## src/rtl/axi4stream_pkg.sv

```systemverilog
// ---------------------------------------------------------------------------
// axi4stream_pkg
//   Shared definitions for the AXI4-Stream output path: the grant FSM state
//   encoding and a counter-width helper that never returns zero bits.
// ---------------------------------------------------------------------------
package axi4stream_pkg;

    typedef enum logic [1:0] {
        IDLE   = 2'd0,
        STREAM = 2'd1,
        ACK    = 2'd2
    } arb_state_e;

    // Width of a counter that must hold values 0..n-1. $clog2(1) is 0, which
    // would give a zero-width vector, so clamp to at least one bit.
    function automatic int cnt_width(input int n);
        return (n > 1) ? $clog2(n) : 1;
    endfunction

endpackage

```

## src/rtl/axi4stream_output_arbiter_rr_arbiter_next.sv

```systemverilog
// ---------------------------------------------------------------------------
// rr_arbiter_next
//   Combinational round-robin pick. Starting one past the last granted index
//   and wrapping, returns the first requester with its request bit set.
// Ports:
//   i_req      in  NUM_REQ  request vector
//   i_last_idx in  IDX_W    index granted most recently
//   o_winner   out IDX_W    next index to grant (only meaningful if o_any_req)
//   o_any_req  out 1        at least one request is pending
// ---------------------------------------------------------------------------
module rr_arbiter_next #(
    parameter int NUM_REQ = 4,
    parameter int IDX_W   = $clog2(NUM_REQ)
) (
    input  logic [NUM_REQ-1:0] i_req,
    input  logic [IDX_W-1:0]   i_last_idx,
    output logic [IDX_W-1:0]   o_winner,
    output logic               o_any_req
);

    int               w_sum;
    logic [IDX_W-1:0] w_sel;

    // NOTE: every variable written here gets a default first so no path
    // leaves it unassigned; otherwise synthesis infers a latch.
    always_comb begin
        o_winner  = i_last_idx;
        o_any_req = |i_req;
        w_sum     = 0;
        w_sel     = '0;
        // Scan from the farthest offset down to the nearest one: the last
        // assignment wins, so the nearest requester after i_last_idx is
        // chosen without needing a "found" flag.
        for (int off = NUM_REQ; off >= 1; off--) begin
            w_sum = int'(i_last_idx) + off;
            w_sel = IDX_W'(w_sum % NUM_REQ);
            if (i_req[w_sel]) begin
                o_winner = w_sel;
            end
        end
    end

endmodule

```

## src/rtl/axi4stream_output_arbiter.sv

```systemverilog
// ---------------------------------------------------------------------------
// axi4stream_output_arbiter
//   Shares one output serializer among NUM_REQ wide-buffer producers. Grants
//   round-robin, latches the winner's buffer, holds it while the serializer
//   streams NUM_TXN_PER_GRANT transactions (counted by snooping tlast
//   handshakes), then pulses req_ack for that requester for one cycle.
//   Only snoops the downstream handshake; never drives it.
// Ports:
//   aclk, areset       clock; async active-low reset
//   en                 allow new grants (sampled only while idle)
//   req_valid          per-requester buffer valid
//   req_buffer         packed buffers, requester i at [i*BUFFER_WIDTH +: BUFFER_WIDTH]
//   req_ack            one-cycle pulse when requester's grant has completed
//   out_buffer         latched buffer to the serializer
//   out_buffer_valid   serializer input valid
//   mon_tvalid/tready/tlast  snooped downstream AXI handshake
//   busy               grant in progress
//   grant_idx          current / most recent grant
//   protocol_err       sticky: tlast seen at the wrong beat count
// ---------------------------------------------------------------------------
module axi4stream_output_arbiter
    import axi4stream_pkg::*;
#(
    parameter int NUM_REQ           = 4,
    parameter int BUFFER_WIDTH      = 80,
    parameter int BEATS_PER_TXN     = 10,
    parameter int NUM_TXN_PER_GRANT = 1
) (
    input  logic                            aclk,
    input  logic                            areset,
    input  logic                            en,
    input  logic [NUM_REQ-1:0]              req_valid,
    input  logic [NUM_REQ*BUFFER_WIDTH-1:0] req_buffer,
    output logic [NUM_REQ-1:0]              req_ack,
    output logic [BUFFER_WIDTH-1:0]         out_buffer,
    output logic                            out_buffer_valid,
    input  logic                            mon_tvalid,
    input  logic                            mon_tready,
    input  logic                            mon_tlast,
    output logic                            busy,
    output logic [$clog2(NUM_REQ)-1:0]      grant_idx,
    output logic                            protocol_err
);

    localparam int IDX_W  = $clog2(NUM_REQ);
    localparam int BEAT_W = cnt_width(BEATS_PER_TXN);
    localparam int TXN_W  = cnt_width(NUM_TXN_PER_GRANT + 1);

    localparam logic [BEAT_W-1:0] LAST_BEAT = BEAT_W'(BEATS_PER_TXN - 1);
    localparam logic [TXN_W-1:0]  LAST_TXN  = TXN_W'(NUM_TXN_PER_GRANT - 1);

    arb_state_e              r_state;
    arb_state_e              w_next_state;
    logic [BUFFER_WIDTH-1:0] r_out_buffer;
    logic                    r_out_valid;
    logic [IDX_W-1:0]        r_grant_idx;
    logic [BEAT_W-1:0]       r_beat_cnt;
    logic [TXN_W-1:0]        r_txn_cnt;
    logic                    r_protocol_err;

    logic                    w_beat;
    logic                    w_last;
    logic                    w_final_last;
    logic                    w_grant;
    logic                    w_any_req;
    logic [IDX_W-1:0]        w_winner;
    logic [NUM_REQ-1:0]      w_req_ack;

    assign w_beat       = mon_tvalid & mon_tready;
    assign w_last       = w_beat & mon_tlast;
    // tlast handshake that closes the final transaction of this grant
    assign w_final_last = (r_state == STREAM) && w_last && (r_txn_cnt == LAST_TXN);
    assign w_grant      = (r_state == IDLE) && en && w_any_req;

    rr_arbiter_next #(
        .NUM_REQ (NUM_REQ),
        .IDX_W   (IDX_W)
    ) u_rr_arbiter_next (
        .i_req      (req_valid),
        .i_last_idx (r_grant_idx),
        .o_winner   (w_winner),
        .o_any_req  (w_any_req)
    );

    // NOTE: sequential state uses non-blocking assignments so every register
    // samples pre-edge values regardless of process evaluation order.
    always_ff @(posedge aclk or negedge areset) begin
        if (!areset) begin
            r_state <= IDLE;
        end else begin
            r_state <= w_next_state;
        end
    end

    always_comb begin
        w_next_state = r_state;
        w_req_ack    = '0;
        case (r_state)
            IDLE: begin
                if (w_grant) begin
                    w_next_state = STREAM;
                end
            end
            STREAM: begin
                if (w_final_last) begin
                    w_next_state = ACK;
                end
            end
            ACK: begin
                w_req_ack[r_grant_idx] = 1'b1;
                w_next_state           = IDLE;
            end
            default: begin
                w_next_state = IDLE;
            end
        endcase
    end

    // NOTE: the wide out_buffer register is reset as well, so the serializer
    // never sees stale data from an aborted grant after reset.
    always_ff @(posedge aclk or negedge areset) begin
        if (!areset) begin
            r_out_buffer   <= '0;
            r_out_valid    <= 1'b0;
            r_grant_idx    <= IDX_W'(NUM_REQ - 1);  // requester 0 wins first
            r_beat_cnt     <= '0;
            r_txn_cnt      <= '0;
            r_protocol_err <= 1'b0;
        end else begin
            case (r_state)
                IDLE: begin
                    if (w_grant) begin
                        r_out_buffer <= req_buffer[int'(w_winner)*BUFFER_WIDTH +: BUFFER_WIDTH];
                        r_out_valid  <= 1'b1;
                        r_grant_idx  <= w_winner;
                        r_beat_cnt   <= '0;
                        r_txn_cnt    <= '0;
                    end
                end
                STREAM: begin
                    if (w_last) begin
                        if (r_beat_cnt != LAST_BEAT) begin
                            r_protocol_err <= 1'b1;
                        end
                        r_beat_cnt <= '0;
                        r_txn_cnt  <= r_txn_cnt + TXN_W'(1);
                        if (w_final_last) begin
                            r_out_valid <= 1'b0;
                        end
                    end else if (w_beat && (r_beat_cnt != LAST_BEAT)) begin
                        // Saturate rather than wrap when tlast never arrives.
                        r_beat_cnt <= r_beat_cnt + BEAT_W'(1);
                    end
                end
                default: begin
                end
            endcase
        end
    end

    assign req_ack          = w_req_ack;
    assign out_buffer       = r_out_buffer;
    assign out_buffer_valid = r_out_valid;
    assign busy             = (r_state != IDLE);
    assign grant_idx        = r_grant_idx;
    assign protocol_err     = r_protocol_err;

endmodule
```

## config.mk

```make
export PLATFORM = sky130hd
export DESIGN_NAME = axi4stream_output_arbiter
export DESIGN_NICKNAME = d
export VERILOG_FILES = /design/src/rtl/axi4stream_pkg.sv /design/src/rtl/axi4stream_output_arbiter_rr_arbiter_next.sv /design/src/rtl/axi4stream_output_arbiter.sv
export SDC_FILE = /design/constraint.sdc
export NUM_CORES = 1
export LEC_CHECK = 0
export ABC_AREA = 0
export BUFFER_PORTS_ARGS = -buffer_cell sky130_fd_sc_hd__buf_2
export CAP_MARGIN = 0
export CORE_AREA = 2 2 165 167
export CTS_BUF_LIST = sky130_fd_sc_hd__clkbuf_2 sky130_fd_sc_hd__clkbuf_4 sky130_fd_sc_hd__clkbuf_8
export DETAILED_ROUTE_END_ITERATION = 10
export DIE_AREA = 0 0 167 169
export MAX_ROUTING_LAYER = met4
export SETUP_SLACK_MARGIN = 0.02
export SYNTH_ARGS = -nofsm -noshare
export SYNTH_HDL_FRONTEND = slang
export SYNTH_SLANG_ARGS = --single-unit
```

## constraint.sdc

```tcl
create_clock -name aclk -period 3.32 [get_ports aclk]
set_input_delay 0.166 -clock aclk [delete_from_list [all_inputs] [get_ports aclk]]
set_output_delay 0.166 -clock aclk [all_outputs]
set_load 0.03 [all_outputs]
```

### Yosys cells after proc, flatten, opt, wreduce, memory -nomap -nowiden

Index checks and enable logic that the tools add are counted.

* muxes and demuxes: 29
* divide/modulo/power cells: 0
* add/subtract/negate cells: 6
* multiply operators: 1
* reductions and logical operators: 16
* magnitude comparators: 6
* shift-type cells: 1
* equal/unequal tests: 7
* bitwise logic cells: 3

Operator list (count)
* indexed part select 320 x 10 -> 80 bit: 1
* two-way mux 4 bit: 4
* less-than comparator 2 x 3 -> 1 bit, second input constant: 5
* two-way mux 2 bit: 6
* two-way mux 1 bit: 10
* AND reduction 3 bit: 3
* binary-select mux 1 bit (select 2 bit): 4
* one-hot mux 4 bit (2 select lines): 1
* logical AND 1 bit: 6
* inequality test 2 bit, second input constant: 3
* multiplier 2 x 3 -> 5 bit, second input constant: 1
* adder 2 x 1 -> 2 bit, second input constant: 2
* adder 2 bit, second input constant: 2
* adder 4 x 1 -> 4 bit, second input constant: 1
* inequality test 4 bit, second input constant: 1
* one-hot mux 1 bit (2 select lines): 2
* one-hot mux 2 bit (2 select lines): 1
* AND reduction 2 bit: 2
* AND reduction 4 bit: 1
* nonzero test 2 bit: 2
* OR reduction 4 bit: 1
* inequality test 3 x 2 -> 1 bit, second input constant: 1
* bitwise AND 1 bit: 2
* demux 1 bit (select 2 bit): 1
* 6 further kinds: 6

* flip-flop bits (word level): 91
* latch bits: 0
* memories: 0
* bits in writable memories: 0
* output and inout bits: 89
* input bits: 330
* bits in read-only memories: 0

### Logic depth before layout (Yosys ltp)

Gate-level depths: netlist of run 1.

* depth in word-level cells: 9
* depth in mapped cells: 11
* depth with buffers taken out: 8

### Cells and area by module

A second synthesis of run 1 with hierarchy kept.

* cell total of the unflattened synthesis: 335
* area, all modules: 5760.5 µm²

By module, submodules not included
* axi4stream_output_arbiter: cells each 321, instances 1, area each 5688.0 µm², sequential area each 2279.7 µm²
* rr_arbiter_next: cells each 14, instances 1, area each 72.6 µm², sequential area each 0.0 µm²

### Worst setup path after synthesis of run 1

Ideal clock, no wire load.

* path kind: register to register
* start: register r_grant_idx[0] (netlist: grant_idx[0])
* end: register r_out_buffer[15] (netlist: out_buffer[15])
* path slack: 0.627 ns
* path buffers: 2
* setup time: 0.088 ns
* arrival time: 2.605 ns
* cell stages (with the launch flop): 11
* cell sequence: dfstp_2 -> buf_6 -> inv_1 -> ha_1 -> mux2_1 -> a21oi_1 -> o21a_2 -> clkbuf_1 -> o21ai_0 -> a211o_1 -> o211ai_1

* cells in the longest elaborated chain, start to end: 9
* elaborated cells on any way between the ends: 18
* those cells by class: add/sub: 4; mul: 1; shift: 1; mux: 12

RTL lines
* start: declaration: RTL line axi4stream_output_arbiter.sv:56 `logic [IDX_W-1:0] r_grant_idx;`
* start signal: assignment: RTL line axi4stream_output_arbiter.sv:125 `r_grant_idx <= IDX_W'(NUM_REQ - 1);`
* start signal: assignment: RTL line axi4stream_output_arbiter.sv:135 `r_grant_idx <= w_winner;`
* adder 2 x 1 -> 2 bit: RTL line axi4stream_output_arbiter_rr_arbiter_next.sv:35 `w_sum = int'(i_last_idx) + off;`
* binary-select mux 1 bit (select 2 bit): RTL line axi4stream_output_arbiter_rr_arbiter_next.sv:37 `if (i_req[w_sel]) begin`
* two-way mux 1 bit (implied by the code): RTL line axi4stream_output_arbiter_rr_arbiter_next.sv:37
* two-way mux 2 bit (3 in series): RTL line axi4stream_output_arbiter_rr_arbiter_next.sv:37
* two-way mux 2 bit (*): RTL line axi4stream_output_arbiter_rr_arbiter_next.sv:37
* multiplier 2 x 3 -> 5 bit (*): RTL line axi4stream_output_arbiter.sv:133 `r_out_buffer <= req_buffer[int'(w_winner)*BUFFER_WIDTH +: BUFFER_WIDTH];`
* indexed part select 320 x 10 -> 80 bit (*): RTL line axi4stream_output_arbiter.sv:133
* end signal: assignment: RTL line axi4stream_output_arbiter.sv:133
* end: declaration: RTL line axi4stream_output_arbiter.sv:54 `logic [BUFFER_WIDTH-1:0] r_out_buffer;`

Mark *: on every way between the ends. The rest lies on a longest branch, timed or not. The select of a mux whose other input is x is not followed.
A chain may end at the register's enable or synchronous reset.

### Final worst setup path of run 1

* start: register r_grant_idx[1] (netlist: grant_idx[1])
* end: register r_out_buffer[28] (netlist: out_buffer[28])

The elaborated chain is that of the path after synthesis.

==> results of run 1 <==
-- registers in the layout (all words and copies together) (netlist names) --
name and flops:
grant_idx 2, out_buffer 80, protocol_err 1, r_txn_cnt 1, out_buffer_valid 1, r_state 2, r_beat_cnt 4
-- timing repair --
item | 4_1_cts | 5_1_grt
setup endpoints to repair | 0 | 29
hold endpoints to repair | 73 | 0
hold buffers | 39 | 0
setup buffers | 0 | 0
-- worst max-delay path, cell delays in order, from the launching register on --
cell and delay [ps]:
dfstp_2 640, inv_2 80, ha_1 350, nand2b_1 90
and3_1 210, o21a_2 300, nor2_8 450, buf_12 320
mux2i_1 130, a221oi_1 300
-- final cells by class --
cell class / instances / area [um^2]
flip-flops and latches: 91 / 2280
well taps: 341 / 427
clock buffers: 10 / 131
clock inverters: 6 / 41.3
fillers: 2704 / 17400
repair buffers: 476 / 2690
multi-input cells: 417 / 3500
inverters: 4 / 15.0
-- power by group through the flow --
stage               Combinational (uW)  Sequential, uW  Clock [uW]
CTS                               5570            1950         783
global placement                  5460            1950           0
finish                            5550            1950         728
global route                      5980            2010         825
floorplan                         3160            2900           0
detailed placement                5560            1950           0
-- how the worst min path moves through the flow --
| stage | slack [ps] | endpoint |
|---|---|---|
| floorplan | -130 | out_buffer[0] |
| global placement | 240 | out_buffer[51] |
| CTS | 0.09 | out_buffer[62] |
| finish | 40 | out_buffer[11] |
| global route | 5 | out_buffer[62] |
| detailed placement | 250 | out_buffer[51] |
-- kinds of logic after synthesis --
| kind of cell | synth area share |
|---|---|
| xor+xnor | 0.00288 |
| compound gates | 0.264 |
| fa+ha+maj | 0.0123 |
| mux | 0.191 |
| flops | 0.374 |
| buf+inv | 0.0573 |
| simple gates | 0.0980 |
-- stage by stage --
stage	utilization	hold slack [ps]	total power (uW)	cell area, um^2
final	0.343	38.4	8230	9080
after global routing	0.343	5.20	8820	9080
after CTS	0.342	0.0865	8300	9070
after detailed placement	0.321	247	7510	8510
after global placement	0.321	239	7410	8510
after floorplan	-	-130	6060	6090
-- layer usage --
metal / share of wire / track usage / vias to the layer above / wire length [um]
met5: 0 / - / - / 0
met2: 0.50 / 0.275 / 293 / 11700
met3: 0.063 / 0.0365 / 40 / 1480
li1: - / - / 2997 / -
met4: 0.026 / 0.0618 / 0 / 612
met1: 0.41 / 0.192 / 2988 / 9710
-- cells in the mapped netlist, drive strengths merged --
cell type | count | area share
mux2i | 113 | 0.19
dfrtp | 89 | 0.37
nand2 | 54 | 0.033
nor2 | 47 | 0.032
o211ai | 47 | 0.083
a22oi | 37 | 0.070
a221oi | 33 | 0.060
buf | 28 | 0.044
clkbuf | 18 | 0.011
o21ai | 18 | 0.015
nand3 | 12 | 0.0099
a211o | 10 | 0.014
ha | 6 | 0.012
a21oi | 5 | 0.0041
and2 | 5 | 0.0051
inv | 4 | 0.0025
mux2 | 3 | 0.0055
nand2b | 3 | 0.0031
or2 | 3 | 0.0035
a21o | 2 | 0.0037
and3 | 2 | 0.0021
dfstp | 2 | 0.0086
nor2b | 2 | 0.0021
nor3 | 2 | 0.0016
xor2 | 2 | 0.0029
a211oi | 1 | 0.0033
a31o | 1 | 0.0014
a32oi | 1 | 0.0045
nand3b | 1 | 0.0012
nand4 | 1 | 0.0010
nor4 | 1 | 0.0035
o2111ai | 1 | 0.0014
o21a | 1 | 0.0014
o22ai | 1 | 0.0010
o41ai | 1 | 0.0014
==> flow_metrics.env, run 1 <==
export IMPL_finalCritPeriodShare=0.911
export IMPL_rows=60
export IMPL_cts_root_buf="clkbuf_8"
export IMPL_leakage_uw=0.00448
export IMPL_post_dp_hpwl_um=17700
export IMPL_worst_slack_ps=294
export IMPL_antennaDiodeCount=0
export IMPL_syn_cell_area_mm2=0.00609
export IMPL_period_minus_slack_ps=3030
export IMPL_ios=419
export IMPL_dp_cells=1289
export IMPL_h_tree_depth=3
export IMPL_min_from="req_buffer[91]"
export IMPL_reg2reg_from="grant_idx[1]"
export IMPL_fin_nets=1335
export IMPL_numCtsBuffers=9
export IMPL_layout_drive_gt1_share=0.543
export IMPL_swShare=0.511
export IMPL_drt_total_wl_um=23500
export IMPL_wl_per_cell_um=17.5
export IMPL_ys_warn_count=0
export IMPL_drt_pass1_iterations=4
export IMPL_post_cts_resize_count=0
export IMPL_clk_pin_slew_worst_paths_ps=100
export IMPL_pre_cts_ws_ps=62.9
export IMPL_worstSkewPairLatency_ps=380
export IMPL_r2r_slack_ps=290
export IMPL_fin_cells=1345
export IMPL_grt_max_degree=49
export IMPL_setup_violations=0
export IMPL_skew_ps=25.9
export IMPL_slew_headroom=0.290
export IMPL_ys_seq_elements=91
export IMPL_die_h_um=169
export IMPL_synth_cell_types=49
export IMPL_dieArea_mm2=0.0282
export IMPL_layout_commonest_cell="buf_2"
export IMPL_via_per_inst=4.70
export IMPL_slew_viol_final=0
export IMPL_worstRegToRegCells=9
export IMPL_worst_ep_arrival_time_ps=3290
export IMPL_path_class="reg -> reg"
export IMPL_timing_rr_end="out_buffer[28]"
export IMPL_combPwrFrac=0.675
export IMPL_synth_cells=557
export IMPL_hold_path_class="in -> reg"
export IMPL_p_per_area_mw_per_mm2=906
export IMPL_start_kind="flop"
export IMPL_start_util=0.230
export IMPL_path_max_fanout=41
export IMPL_crit_path_end_kind="flop"
export IMPL_gr_total_overflow=0
export IMPL_ant_nets=0
export IMPL_syn_nets=893
export IMPL_drtIter0Drc=261
export IMPL_fin_tns_setup_ps=0
export IMPL_crit_start="grant_idx[1]"
export IMPL_max_freq_mhz=331
export IMPL_power_share_clock=0.088
export IMPL_status="finished, final reports clean"
export IMPL_yosysSeqAreaShare=0.374
export IMPL_worstPathRequired_ps=3590
export IMPL_grt_pass1_vias=6593
export IMPL_clk_path_buf_depth=2
export IMPL_ir_worst_vdd_uv=541
export IMPL_routabilityCongestion=0.824
export IMPL_power_frac_seq=0.237
export IMPL_core_mm2=0.0265
export IMPL_track_usage=0.164
export IMPL_grt_pass1_wl_um=35300
export IMPL_hold_viol=0
export IMPL_tightest_slew_ps=1060
export IMPL_cap_violations=0
export IMPL_cts_tree="done"
export IMPL_power_internal_uw=4020
export IMPL_endpoint="out_buffer[28]"
export IMPL_drc_errors=0
export IMPL_vias=6318
export IMPL_antenna_found_initial=1
export IMPL_area_growth_pct=49.1
export IMPL_switching_power_uw=4210
export IMPL_final_cell_mix="417 x buf_2, 113 x mux2i_1, 89 x dfrtp_1"
export IMPL_dieWidth_um=167
export IMPL_cts_sinks=91
export IMPL_port_buffers=418
export IMPL_hold_depth=3
export IMPL_syn_avg_cell_area_um2=10.9
export IMPL_rsz0062_at_grt="no"
Power figures use the tool's default switching activity.
==> inputs of run 2 (changes only) <==
--- a/config.mk
+++ b/config.mk
@@ -8,12 +8,13 @@
 export ABC_AREA = 0
 export BUFFER_PORTS_ARGS = -buffer_cell sky130_fd_sc_hd__buf_2
 export CAP_MARGIN = 0
-export CORE_AREA = 2 2 165 167
+export CORE_AREA = 2 2 163 165
 export CTS_BUF_LIST = sky130_fd_sc_hd__clkbuf_2 sky130_fd_sc_hd__clkbuf_4 sky130_fd_sc_hd__clkbuf_8
 export DETAILED_ROUTE_END_ITERATION = 10
-export DIE_AREA = 0 0 167 169
+export DIE_AREA = 0 0 165 167
 export MAX_ROUTING_LAYER = met4
 export SETUP_SLACK_MARGIN = 0.02
 export SYNTH_ARGS = -nofsm -noshare
 export SYNTH_HDL_FRONTEND = slang
 export SYNTH_SLANG_ARGS = --single-unit
+export TNS_END_PERCENT = 5
==> constraint.sdc (replaced) <==
create_clock -name aclk -period 3.32 [get_ports aclk]
set_input_delay 0.332 -clock aclk [delete_from_list [all_inputs] [get_ports aclk]]
set_output_delay 0.332 -clock aclk [all_outputs]
set_load 0.03 [all_outputs]
==> run 2 against run 1 <==
  * Critical path depth did not move
  * Clock power increased by 25%
  * Flip-flop and latch count unchanged
  * Count of clock-buffer cells in the layout did not move
  * Final cell count is 3.1% lower
  * Critical path type unchanged
  * Critical endpoint is now out_buffer[67]
==> flow_metrics.env, run 2 (synthesized netlist as in run 1, its figures left out) <==
export IMPL_status="finished, final reports clean"
export IMPL_dieArea_mm2=0.0276
export IMPL_period_minus_slack_ps=2970
export IMPL_drc_errors=0
export IMPL_routabilityCongestion=0.862
export IMPL_cap_violations=0
export IMPL_start_kind="flop"
export IMPL_path_class="reg -> reg"
export IMPL_final_util=0.339
export IMPL_rows=59
export IMPL_rsz0062_at_grt="no"
export IMPL_slew_headroom=0.279
export IMPL_switching_power_uw=4150
export IMPL_drt_total_wl_um=23200
export IMPL_via_per_inst=4.64
export IMPL_post_dp_hpwl_um=18400
export IMPL_final_cell_mix="417 x buf_2, 113 x mux2i_1, 89 x dfrtp_1"
export IMPL_power_share_clock=0.109
export IMPL_cts_hold_fix_buffers=0
export IMPL_crit_path_end_kind="flop"
export IMPL_ir_worst_vdd_uv=364
export IMPL_multi_input_area_mm2=0.00349
export IMPL_cts_tree="done"
export IMPL_drt_pass1_iterations=4
export IMPL_nFillCells=2679
export IMPL_hold_viol=0
export IMPL_die_h_um=167
export IMPL_swShare=0.498
export IMPL_skew_ps=17.7
export IMPL_tightest_slew_ps=1080
export IMPL_post_cts_resize_count=0
export IMPL_fin_tns_setup_ps=0
export IMPL_power_internal_uw=4190
export IMPL_largest_reg_flops=80
export IMPL_worstPathRequired_ps=3620
export IMPL_combPwrFrac=0.656
export IMPL_dieWidth_um=165
export IMPL_clk_path_buf_depth=2
export IMPL_track_usage=0.167
export IMPL_post_cts_buffers=0
export IMPL_grt_max_degree=73
export IMPL_ant_nets=0
export IMPL_layout_commonest_cell="buf_2"
export IMPL_vias=6050
export IMPL_p_per_area_mw_per_mm2=954
export IMPL_worst_ep_arrival_time_ps=3270
export IMPL_hold_path_class="in -> async"
export IMPL_worstSkewPairLatency_ps=380
export IMPL_core_mm2=0.0258
export IMPL_worstRegToRegCells=9
export IMPL_power_frac_seq=0.235
export IMPL_antenna_found_initial=2
export IMPL_regArea_mm2=0.00228
export IMPL_grt_pass1_wl_um=34000
export IMPL_h_tree_depth=3
export IMPL_max_freq_mhz=337
export IMPL_wl_per_cell_um=17.8
export IMPL_finalCritPeriodShare=0.893
export IMPL_cts_root_buf="clkbuf_8"
export IMPL_leakage_uw=0.00436
export IMPL_area_growth_pct=43.5
export IMPL_slew_viol_final=0
export IMPL_grt_pass1_vias=6225
export IMPL_layout_drive_gt1_share=0.565
export IMPL_cts_sinks=91
export IMPL_numCtsBuffers=9
export IMPL_path_max_fanout=37
export IMPL_fin_nets=1297
export IMPL_clk_pin_slew_worst_paths_ps=110
export IMPL_port_buffers=418
export IMPL_gr_total_overflow=0
export IMPL_setup_violations=0
export IMPL_start_util=0.236
export IMPL_drtIter0Drc=240
export IMPL_ios=419
## run 2: cell types whose count changed in the layout (fill, tap and decap cells not counted), sizes merged, moves of 2 or more
cell / before / now
dlygate4sd3: 39 / 0
clkinvlp: 3 / 0
buf: 437 / 439
bufinv: 0 / 2
diode: 0 / 2
inv: 5 / 7
## run 2: area by class of cell
cell class / instances / share of cell area
Timing Repair Buffer: 439 / 0.263
Antenna cell: 2 / 0.000572
Sequential cell: 91 / 0.261
Inverter: 4 / 0.00172
Multi-Input combinational cell: 416 / 0.399
Clock buffer: 10 / 0.0157
Tap cell: 335 / 0.0479
Clock inverter: 6 / 0.0109
## run 2: final timing paths
path	startpoint	end	slack, ps
setup / recovery	grant_idx[0]	out_buffer[67]	350
hold / removal	areset	out_buffer[26]	100
setup reg to reg	grant_idx[0]	out_buffer[67]	350
hold reg to reg	protocol_err	protocol_err	470
max in group asynchronous	areset	out_buffer[38]	2310
min in group aclk	req_buffer[41]	out_buffer[41]	180
## run 2: power by group through the flow
| stage | registers (uW) | logic [uW] | clock network, uW |
|---|---|---|---|
| final | 1960 | 5470 | 911 |
| after global routing | 2040 | 5890 | 1000 |
| after CTS | 1960 | 5570 | 956 |
| after detailed placement | 1970 | 5570 | 0 |
| after global placement | 1970 | 5500 | 0 |
| after floorplan | 2900 | 3160 | 0 |
## run 2: per-layer routing
| layer | vias up | routed length, um | track usage |
|---|---|---|---|
| li1 | 2925 | - | - |
| met1 | 2844 | 9850 | 0.200 |
| met2 | 263 | 11600 | 0.287 |
| met3 | 18 | 1470 | 0.0349 |
| met4 | 0 | 308 | 0.0405 |
| met5 | - | 0 | - |
## run 2: critical path, cell delays in order (launching register included)
cell and delay (ps):
dfstp_2 690, inv_1 120, ha_1 390, mux2_1 340, a21oi_1 220, o21ai_2 240
a211oi_4 330, buf_12 300, a22oi_1 140, o211ai_1 110
## run 2: per-stage QoR
stage / total power, uW / cell area [um^2] / hold slack (ps) / worst slack, ps / instances
floorplan: 6060 / 6090 / 36.4 / 627 / 557
global placement: 7470 / 8500 / 457 / 422 / 1285
detailed placement: 7540 / 8500 / 457 / 365 / 1285
CTS: 8480 / 8740 / 119 / 329 / 1301
global route: 8930 / 8740 / 150 / 132 / 1303
finish: 8340 / 8740 / 102 / 354 / 1303
